===== config.mk =====
export PLATFORM = sky130hd
export DESIGN_NAME = layer_seq_ctrl
export DESIGN_NICKNAME = d
export VERILOG_FILES = /design/src/rtl/layer_seq_ctrl.sv
export SDC_FILE = /design/constraint.sdc
export NUM_CORES = 1
export LEC_CHECK = 0
export ABC_AREA = 0
export BUFFER_PORTS_ARGS = -buffer_cell sky130_fd_sc_hd__buf_2
export CORE_UTILIZATION = 45
export DETAILED_ROUTE_END_ITERATION = 12
export GPL_TIMING_DRIVEN = 0
export PLACE_DENSITY_LB_ADDON = 0.08
export SLEW_MARGIN = 0
export SYNTH_ARGS = -nofsm -noshare
export SYNTH_HDL_FRONTEND = slang
export SYNTH_SLANG_ARGS = --single-unit

===== constraint.sdc =====
create_clock -name i_clk -period 5.55 [get_ports i_clk]
set_input_delay 0.8325 -clock i_clk [delete_from_list [all_inputs] [get_ports i_clk]]
set_output_delay 0.8325 -clock i_clk [all_outputs]
set_load 0.02 [all_outputs]

===== src/rtl/layer_seq_ctrl.sv =====
// layer_seq_ctrl: sequences one convolution layer on the `top` datapath.
// For each channel it streams weight words and then ifmap words from a host
// valid/ready stream into the spads, routes until `top` reports done, then
// moves on to the next channel. All outputs are registered.
// Optional feature macro: LAYER_SEQ_WDOG_EN (ROUTE watchdog, WDOG_CYCLES limit).
module layer_seq_ctrl #(
  parameter int unsigned SPAD_DATA_WIDTH = 64,
  parameter int unsigned ADDR_WIDTH      = 8,
  parameter int unsigned CYC_WIDTH       = 32
`ifdef LAYER_SEQ_WDOG_EN
  , parameter int unsigned WDOG_CYCLES   = 65535
`endif
) (
  input  logic                       i_clk,
  input  logic                       i_rst,
  input  logic                       i_start,
  input  logic [ADDR_WIDTH-1:0]      i_w_words,
  input  logic [ADDR_WIDTH-1:0]      i_i_words,
  input  logic [ADDR_WIDTH-1:0]      i_c_size,
  input  logic [SPAD_DATA_WIDTH-1:0] i_s_data,
  input  logic                       i_s_valid,
  output logic                       o_s_ready,
  output logic [SPAD_DATA_WIDTH-1:0] o_data_in,
  output logic [ADDR_WIDTH-1:0]      o_write_addr,
  output logic                       o_spad_select,
  output logic                       o_write_en,
  output logic                       o_reg_clear,
  output logic                       o_route_en,
  output logic [ADDR_WIDTH-1:0]      o_i_addr_end,
  output logic [ADDR_WIDTH-1:0]      o_i_c,
  input  logic                       i_done,
  output logic                       o_busy,
  output logic                       o_layer_done,
  output logic                       o_err,
  output logic [CYC_WIDTH-1:0]       o_cycles
);

  typedef enum logic [2:0] {
    S_IDLE, S_CLEAR, S_LOAD_W, S_LOAD_I, S_GAP, S_ROUTE, S_NEXT, S_DONE
  } state_e;

  state_e                     state_q, state_d;
  logic [ADDR_WIDTH-1:0]      w_words_q, w_words_d;
  logic [ADDR_WIDTH-1:0]      i_words_q, i_words_d;
  logic [ADDR_WIDTH-1:0]      c_size_q, c_size_d;
  logic [ADDR_WIDTH-1:0]      beat_q, beat_d;
  logic                       gap_q, gap_d;
  logic [ADDR_WIDTH-1:0]      ic_q, ic_d;
  logic [ADDR_WIDTH-1:0]      addr_end_q, addr_end_d;
  logic [CYC_WIDTH-1:0]       cycles_q, cycles_d;
  logic                       err_q, err_d;
  logic                       ready_q, ready_d;
  logic                       wr_en_q, wr_en_d;
  logic [SPAD_DATA_WIDTH-1:0] data_q, data_d;
  logic [ADDR_WIDTH-1:0]      addr_q, addr_d;
  logic                       sel_q, sel_d;
  logic                       clear_q, clear_d;
  logic                       route_q, route_d;
  logic                       busy_q, busy_d;
  logic                       ldone_q, ldone_d;
  logic                       accept;

`ifdef LAYER_SEQ_WDOG_EN
  localparam int unsigned WDOG_W = $clog2(WDOG_CYCLES + 1);
  logic [WDOG_W-1:0] wdog_q, wdog_d;
  logic              timeout;
`endif

  assign accept = i_s_valid & ready_q;

  // State and output registers; reset aborts any layer in flight.
  always_ff @(posedge i_clk or posedge i_rst) begin
    if (i_rst) begin
      state_q    <= S_IDLE;
      w_words_q  <= '0;
      i_words_q  <= '0;
      c_size_q   <= '0;
      beat_q     <= '0;
      gap_q      <= 1'b0;
      ic_q       <= '0;
      addr_end_q <= '0;
      cycles_q   <= '0;
      err_q      <= 1'b0;
      ready_q    <= 1'b0;
      wr_en_q    <= 1'b0;
      data_q     <= '0;
      addr_q     <= '0;
      sel_q      <= 1'b0;
      clear_q    <= 1'b0;
      route_q    <= 1'b0;
      busy_q     <= 1'b0;
      ldone_q    <= 1'b0;
`ifdef LAYER_SEQ_WDOG_EN
      wdog_q     <= '0;
`endif
    end else begin
      state_q    <= state_d;
      w_words_q  <= w_words_d;
      i_words_q  <= i_words_d;
      c_size_q   <= c_size_d;
      beat_q     <= beat_d;
      gap_q      <= gap_d;
      ic_q       <= ic_d;
      addr_end_q <= addr_end_d;
      cycles_q   <= cycles_d;
      err_q      <= err_d;
      ready_q    <= ready_d;
      wr_en_q    <= wr_en_d;
      data_q     <= data_d;
      addr_q     <= addr_d;
      sel_q      <= sel_d;
      clear_q    <= clear_d;
      route_q    <= route_d;
      busy_q     <= busy_d;
      ldone_q    <= ldone_d;
`ifdef LAYER_SEQ_WDOG_EN
      wdog_q     <= wdog_d;
`endif
    end
  end

  // Next-state logic and next values of every registered output.
  always_comb begin
    state_d    = state_q;
    w_words_d  = w_words_q;
    i_words_d  = i_words_q;
    c_size_d   = c_size_q;
    beat_d     = beat_q;
    gap_d      = gap_q;
    ic_d       = ic_q;
    addr_end_d = addr_end_q;
    cycles_d   = cycles_q;
    err_d      = err_q;
    wr_en_d    = 1'b0;
    data_d     = data_q;
    addr_d     = addr_q;
    sel_d      = sel_q;
`ifdef LAYER_SEQ_WDOG_EN
    wdog_d     = wdog_q;
    timeout    = 1'b0;
`endif

    case (state_q)
      S_IDLE: begin
        if (i_start) begin
          w_words_d = i_w_words;
          i_words_d = i_i_words;
          c_size_d  = i_c_size;
          if (i_i_words == '0 || i_c_size == '0) begin
            err_d = 1'b1;
          end else begin
            err_d    = 1'b0;
            cycles_d = '0;
            ic_d     = '0;
            state_d  = S_CLEAR;
          end
        end
      end
      S_CLEAR: begin
        beat_d  = '0;
        state_d = (w_words_q == '0) ? S_LOAD_I : S_LOAD_W;
      end
      S_LOAD_W: begin
        // The cycle carrying the final write is also the last LOAD_W cycle.
        if (beat_q == w_words_q) begin
          beat_d  = '0;
          state_d = S_LOAD_I;
        end else if (accept) begin
          wr_en_d = 1'b1;
          data_d  = i_s_data;
          addr_d  = beat_q;
          sel_d   = 1'b0;
          beat_d  = beat_q + ADDR_WIDTH'(1);
        end
      end
      S_LOAD_I: begin
        if (beat_q == i_words_q) begin
          gap_d   = 1'b0;
          state_d = S_GAP;
        end else if (accept) begin
          wr_en_d = 1'b1;
          data_d  = i_s_data;
          addr_d  = beat_q;
          sel_d   = 1'b1;
          beat_d  = beat_q + ADDR_WIDTH'(1);
        end
      end
      S_GAP: begin
        if (gap_q) begin
          state_d = S_ROUTE;
`ifdef LAYER_SEQ_WDOG_EN
          wdog_d  = '0;
`endif
        end else begin
          gap_d = 1'b1;
        end
      end
      S_ROUTE: begin
        if (cycles_q != '1) cycles_d = cycles_q + CYC_WIDTH'(1);
        if (i_done) begin
          state_d = S_NEXT;
        end
`ifdef LAYER_SEQ_WDOG_EN
        else if (wdog_q == WDOG_W'(WDOG_CYCLES - 1)) begin
          timeout = 1'b1;
          err_d   = 1'b1;
          state_d = S_IDLE;
        end else begin
          wdog_d = wdog_q + WDOG_W'(1);
        end
`endif
      end
      S_NEXT: begin
        if (ic_q == c_size_q - ADDR_WIDTH'(1)) begin
          state_d = S_DONE;
        end else begin
          ic_d    = ic_q + ADDR_WIDTH'(1);
          beat_d  = '0;
          state_d = (w_words_q == '0) ? S_LOAD_I : S_LOAD_W;
        end
      end
      S_DONE: begin
        state_d = S_IDLE;
      end
      default: begin
        state_d = S_IDLE;
      end
    endcase

    // Last input address is captured on every entry into LOAD_I.
    if (state_d == S_LOAD_I && state_q != S_LOAD_I) begin
      addr_end_d = i_words_q - ADDR_WIDTH'(1);
    end

    ready_d = ((state_d == S_LOAD_W) && (beat_d < w_words_q)) ||
              ((state_d == S_LOAD_I) && (beat_d < i_words_q));
`ifdef LAYER_SEQ_WDOG_EN
    clear_d = (state_d == S_CLEAR) || timeout;
`else
    clear_d = (state_d == S_CLEAR);
`endif
    route_d = (state_d == S_ROUTE);
    busy_d  = (state_d != S_IDLE);
    ldone_d = (state_d == S_DONE);
  end

  assign o_s_ready     = ready_q;
  assign o_data_in     = data_q;
  assign o_write_addr  = addr_q;
  assign o_spad_select = sel_q;
  assign o_write_en    = wr_en_q;
  assign o_reg_clear   = clear_q;
  assign o_route_en    = route_q;
  assign o_i_addr_end  = addr_end_q;
  assign o_i_c         = ic_q;
  assign o_busy        = busy_q;
  assign o_layer_done  = ldone_q;
  assign o_err         = err_q;
  assign o_cycles      = cycles_q;

endmodule


=== After elaboration in Yosys (flattened, before gate mapping) ===
Cells that the tools add are included.

* Equality and inequality tests: 26
* Order comparisons: 2
* Add/subtract/negate cells: 5
* Bitwise gates (word level): 1
* Muxes and demuxes: 42
* Reduce and logical (&&, ||, !) cells: 20

{| class="wikitable"
|+ Operator list
! cell !! count
|-
| 2-to-1 mux 64 bit || 3
|-
| case mux 64 bit (2 select lines) || 1
|-
| 2-to-1 mux 32 bit || 3
|-
| 2-to-1 mux 8 bit || 10
|-
| case mux 32 bit (2 select lines) || 1
|-
| adder 32 x 1 -> 32 bit, second input constant || 1
|-
| != test 32 bit, second input constant || 1
|-
| case mux 8 bit (2 select lines) || 2
|-
| case mux 8 bit (4 select lines) || 1
|-
| == test 8 bit || 3
|-
| zero test 8 bit || 3
|-
| case mux 3 bit (8 select lines) || 1
|-
| 2-to-1 mux 3 bit || 7
|-
| == test 3 bit, second input constant || 6
|-
| != test 2 bit, second input constant || 9
|-
| adder 8 x 1 -> 8 bit, second input constant || 2
|-
| less-than comparator 8 bit || 2
|-
| subtractor 8 x 1 -> 8 bit, second input constant || 2
|-
| == test 3 x 2 -> 1 bit, second input constant || 4
|-
| 2-to-1 mux 1 bit || 10
|-
| AND reduction 4 bit || 2
|-
| nonzero test 2 bit || 4
|-
| == test 3 x 1 -> 1 bit, second input constant || 2
|-
| case mux 1 bit (2 select lines) || 3
|-
| other kinds (9) || 13
|}

* Input bits: 93
* Output and inout bits: 128
* Register bits: 164

=== Longest topological paths before layout ===
* Word-level depth: 8
* Depth in mapped cells: 16
* Mapped depth without buffers: 15

=== Least setup slack after synthesis ===
No wires, ideal clock.

* Kind: register -> register
* Start: reg c_size_q[0]
* End: reg ready_q, in the netlist o_s_ready
* Buffers on the path: 1
* Data arrival time: 3.032 ns
* Slack: 2.397 ns
* Cell stages (with the launch flop): 17
* Clock period less this slack: 3.153 ns
* Cells stage by stage: dfrtp_1 > inv_1 > ha_1 > xnor3_1 > a32oi_1 > a221oi_1 > nand4_1 > nand3_1 > buf_2 > nor2_1 > o21ai_0 > ha_1 > o21a_1 > o2111ai_1 > a41oi_1 > o31ai_1 > a32o_1

* Cells in the longest elaborated chain, start to end: 7
* Elaborated cells between the ends (all ways): 13

{| class="wikitable"
|+ RTL lines
! element !! RTL line !! text
|-
| from (decl) || 45 || <nowiki>logic [ADDR_WIDTH-1:0] c_size_q, c_size_d;</nowiki>
|-
| from (signal assigned) || 100 || <nowiki>c_size_q <= c_size_d;</nowiki>
|-
| subtractor 8 x 1 -> 8 bit (*) || 214 || <nowiki>if (ic_q == c_size_q - ADDR_WIDTH'(1)) begin</nowiki>
|-
| == test 8 bit (*) || 214 ||
|-
| 2-to-1 mux 8 bit (*) || 214 ||
|-
| case mux 8 bit (4 select lines) (*) || 143 || <nowiki>case (state_q)</nowiki>
|-
| net beat_d[1] || 46 || <nowiki>logic [ADDR_WIDTH-1:0] beat_q, beat_d;</nowiki>
|-
| less-than comparator 8 bit, on equally long branches || 235, 236 ||
|-
| logical AND 1 bit, on equally long branches || 235, 236 ||
|-
| logical OR 1 bit (*) || 235 || <nowiki>ready_d = ((state_d == S_LOAD_W) && (beat_d < w_words_q)) ||</nowiki>
|-
| net ready_d || 52 || <nowiki>logic ready_q, ready_d;</nowiki>
|-
| to (signal assigned) || 107 || <nowiki>ready_q <= ready_d;</nowiki>
|-
| to (decl) || 52 ||
|}

Mark *: on every way through the listed nets, which the timed path passes. The rest lies on a longest branch.
A chain may end at the register's enable or synchronous reset.

=== Final worst setup path ===
* Start: reg beat_q[6]
* End: reg ready_q, in the netlist o_s_ready

* Elaborated cells between the ends (all ways): 18

{| class="wikitable"
|+ RTL lines
! element !! RTL line !! text
|-
| from (decl) || 46 ||
|-
| from (signal assigned) || 101 || <nowiki>beat_q <= beat_d;</nowiki>
|-
| == test 8 bit, on equally long branches || 177, 165 ||
|-
| 2-to-1 mux 8 bit, on equally long branches || 177, 165 ||
|-
| case mux 8 bit (4 select lines) (*) || 143 ||
|-
| net beat_d[5] || 46 ||
|-
| less-than comparator 8 bit, on equally long branches || 235, 236 ||
|-
| logical AND 1 bit, on equally long branches || 235, 236 ||
|-
| logical OR 1 bit (*) || 235 ||
|-
| net ready_d || 52 ||
|}

Marks and branches as above.

==> metrics.log <==
INFO  metric status = finished, final reports clean
INFO  metric crit_path_max_fanout = 10
INFO  metric postCtsResizedCells = 0
INFO  metric dr.pass1.iters = 5
INFO  metric detail_route.vias_per_cell = 4.998
INFO  metric chipWidth = 134.6 um
INFO  metric avgSynthCellArea = 9.276 um2
INFO  metric grt_pass1_vias = 6373
INFO  metric drt-initial-drc-count = 233
INFO  metric timing.critical_path.arrival = 4240 ps
INFO  metric final_antenna_violating_net_count = 0
INFO  metric track_usage = 23.12%
INFO  metric critPathMostFrequentCell = o21ai_0
INFO  metric antenna_found_initial = 1
INFO  metric vias = 6653
INFO  metric post_cts.repair.setup_buffers = 0
INFO  metric grt-ovfl-total = 0
INFO  metric worst_ep_required_time = 5910 ps
INFO  metric ios = 221
INFO  metric unrepaired_setup_endpoints_after_global_routing = no
INFO  metric ir_worst_vdd = 0.2503 mV
INFO  metric fp.dieArea = 18120 um2
INFO  metric asyncSetResetFlopFracSynth = 100.0%
INFO  metric power_frac_clock = 24.3%
INFO  metric highest_delay_cell_along_the_critical_path = nor4_1
INFO  metric final-max-slew-violation-count = 0
INFO  metric cts_tree = done
INFO  metric floorplan.die.height = 134.6 um
INFO  metric slew-limit-headroom = 52.53%
INFO  metric max_clock_freq = 257.8 MHz
INFO  metric finalWeightedCongestion = 0.8269
INFO  metric design.final.nets = 1205
INFO  metric final_layout_size_suffix_gt1_share = 26.94%
INFO  metric power_report.internal_total = 3.177 mW
INFO  metric io_buffer_count = 220
INFO  metric worst_hold_path_type = input pin to asynchronous set/reset pin
INFO  metric grt_first_pass_wirelength = 32550 um
INFO  metric ys.flop_type = dfrtp_1
INFO  metric clock_sink_count = 164
INFO  metric root_buffer = clkbuf_16
INFO  metric min_period = 3879 ps
INFO  metric fp-row-count = 48
INFO  metric ys_seq_elements = 164
INFO  metric critical-path-max-stage-delay = 440 ps
INFO  metric leakagePower = 5.367 nW
INFO  metric average_routed_wire_per_standard_cell = 14.92 um
INFO  metric h-tree-depth = 4
INFO  metric core = 17240 um2
INFO  metric clock_latency = 440 ps
INFO  metric pwr_density_cell = 533.1 nW/um2
INFO  metric timing_worst_slew_pin_value = 712.0 ps
INFO  metric initial_core_util = 45.91%
INFO  metric num_antenna_cells = 0
INFO  metric finalHoldViolCount = 0
INFO  metric syn_inst = 853
INFO  metric max_clock_skew = 13.80 ps
INFO  metric grt_max_degree = 127
INFO  metric critical_path.startpoint_type = register
INFO  metric sequential_cell_area_fraction_in_the_yosys_report = 51.87%
INFO  metric maxCapViolCount = 0
INFO  metric drc = 0
INFO  metric routed_wirelength = 19870 um
INFO  metric cts_buffers = 17
INFO  metric synth_enable_flop_cells = 0
INFO  metric fraction_of_the_cycle_the_final_worst_path_needs = 69.90%
INFO  metric post-synth-top-area-cell = dfrtp_1
INFO  metric final_setup_viols = 0
INFO  metric finalHoldWorstSlack = 361.7 ps
INFO  metric core_util_final = 57.84%
INFO  metric clock_pin_slew_reported_for_the_worst_setup_and_hold_paths_after_clock_tree_synthesis = 70 ps
INFO  metric critPathCaptureType = register
INFO  metric switching_share = 40.23%
INFO  metric path_cells = buf_2, xor2_1, nor4_1, a21boi_1, a31oi_1, clkbuf_1, nor2_1, o21ai_0, o21ai_0, ha_1, and3_1, a221oi_1, o2111a_1, a32o_1
INFO  metric logic_pwr_share = 40.5%
INFO  metric post-dp-hpwl = 14590 um
INFO  metric cts.path.max_buffers = 2
INFO  metric post_synth_main_area_contributors = dfrtp_1 (52%), nand2_1 (12%), xor2_1 (4.2%), ha_1 (3.0%), o21ai_0 (2.5%)
INFO  metric syn-cell-area = 7913 um2
INFO  metric mappedNetlistNets = 965
INFO  metric syn_to_final_growth = 26.00%
INFO  metric synth.top_cell.area_share = 51.87%
INFO  metric yosys_warnings = 0
INFO  metric sequentialPowerShare = 35.2%
INFO  metric synth_cell_types = 61
INFO  metric hold_buffers = 0
INFO  metric worst_path_class_setup = register to register
INFO  metric power.net_switching = 2.138 mW
-- stage by stage --
stage,power [mW],area [um2],worst slack (ps),std cells,TNS (ps)
after floorplan,3.360,7913,284.2,853,0
after global placement,4.015,9295,-1850,1298,-301050
after detailed placement,4.052,9330,1752,1299,0
after CTS,5.366,9970,1690,1331,0
after global routing,5.697,9970,1286,1331,0
final,5.315,9970,1671,1331,0
-- placed cells by master, fill, tap and decap left out, drive strengths merged, types with 10 or more instances in the layout --
cell	count
or3	10
nand4	15
dfrtp	164
mux2	14
a21oi	10
xor2	38
nand3	25
o21ai	40
nor4	17
and3	14
inv	39
nor2	53
nand2	262
ha	19
buf	243
clkbuf	37
nor3	13
xnor2	22
-- power by group through the flow --
stage          clock, mW  combinational [mW]  sequential (mW)
2_1_floorplan          0                1.16             2.20
3_3_place_gp           0                2.13             1.88
3_5_place_dp           0                2.17             1.88
4_1_cts             1.31                2.18             1.87
5_1_grt             1.37                2.41             1.92
6_report            1.29                2.15             1.87
-- cell type report --
type	instances	area, um2
plain buffers	41	182.7
clock buffers	18	429.2
clock inverters	14	210.2
fillers	1573	7267
inverters	32	127.6
multi-input cells	616	3506
flip-flops and latches	164	4104
well taps	225	281.5
repair buffers	221	1129
-- cells in the mapped netlist (all sizes together) (5+ instances only) --
library cell / instances
and2: 5
nand2: 262
clkbuf: 19
ha: 19
a21oi: 10
nand3: 25
nor3: 13
dfrtp: 164
a21o: 7
xor2: 38
a31oi: 5
o21ai: 40
nor4: 17
and3: 14
nand4: 15
nand2b: 6
nor2: 53
xnor2: 22
or3: 10
buf: 22
mux2: 14
inv: 32
-- final timing paths --
| path | from | end | slack [ps] | depth (start not counted) |
|---|---|---|---|---|
| max in group asynchronous | i_rst | o_i_addr_end[1] | 4230 | 3 |
| min in group i_clk | o_data_in[16] | o_data_in[16] | 470 | 2 |
| worst max-delay path | beat_q[6] | o_s_ready | 1670 | 14 |
| worst min-delay path | i_rst | o_write_en | 360 | 2 |
| worst max register to register | beat_q[6] | o_s_ready | 1670 | 14 |
| worst min register to register | o_data_in[16] | o_data_in[16] | 470 | 2 |
-- worst max-delay path: cells and delay by family (launching register included) --
family	cells	cell delay, ps
adders and majority gates	1	350
xor gates and xnor gates	1	170
AOI/OAI and AO/OA	7	1700
buffers and inverters	2	500
and+or+nand+nor	3	710
DFF	1	360
-- flip-flops by register name, summed over array words and instances, names as in the netlist, 3 cells and up --
| name | count |
|---|---|
| o_i_c | 8 |
| o_data_in | 64 |
| o_cycles | 32 |
| c_size_q | 8 |
| beat_q | 8 |
| w_words_q | 8 |
| o_write_addr | 8 |
| i_words_q | 8 |
| state_q | 3 |
| o_i_addr_end | 8 |
-- metal layers --
layer	track usage, %	vias up	wire [um]
met5	0	-	8
met4	6.492	2	304
met3	6.456	28	1009
met2	38.17	157	9763
met1	29.75	3141	8779
li1	-	3325	-
-- kinds of logic (layout without fill, tap and decap cells) --
logic type               count (synthesis)  count (layout)  synth area share (%)
AND/OR/NAND/NOR                        428             428                 24.37
flip-flops                             164             164                 51.87
XOR/XNOR                                61              61                 6.926
AO/OA/AOI/OAI                           91              91                 7.306
adder cells (fa/ha/maj)                 19              19                 3.004
multiplexers                            17              17                 2.704
buffers and inverters                   73             326                 3.827
Power figures use the tool's default switching activity.
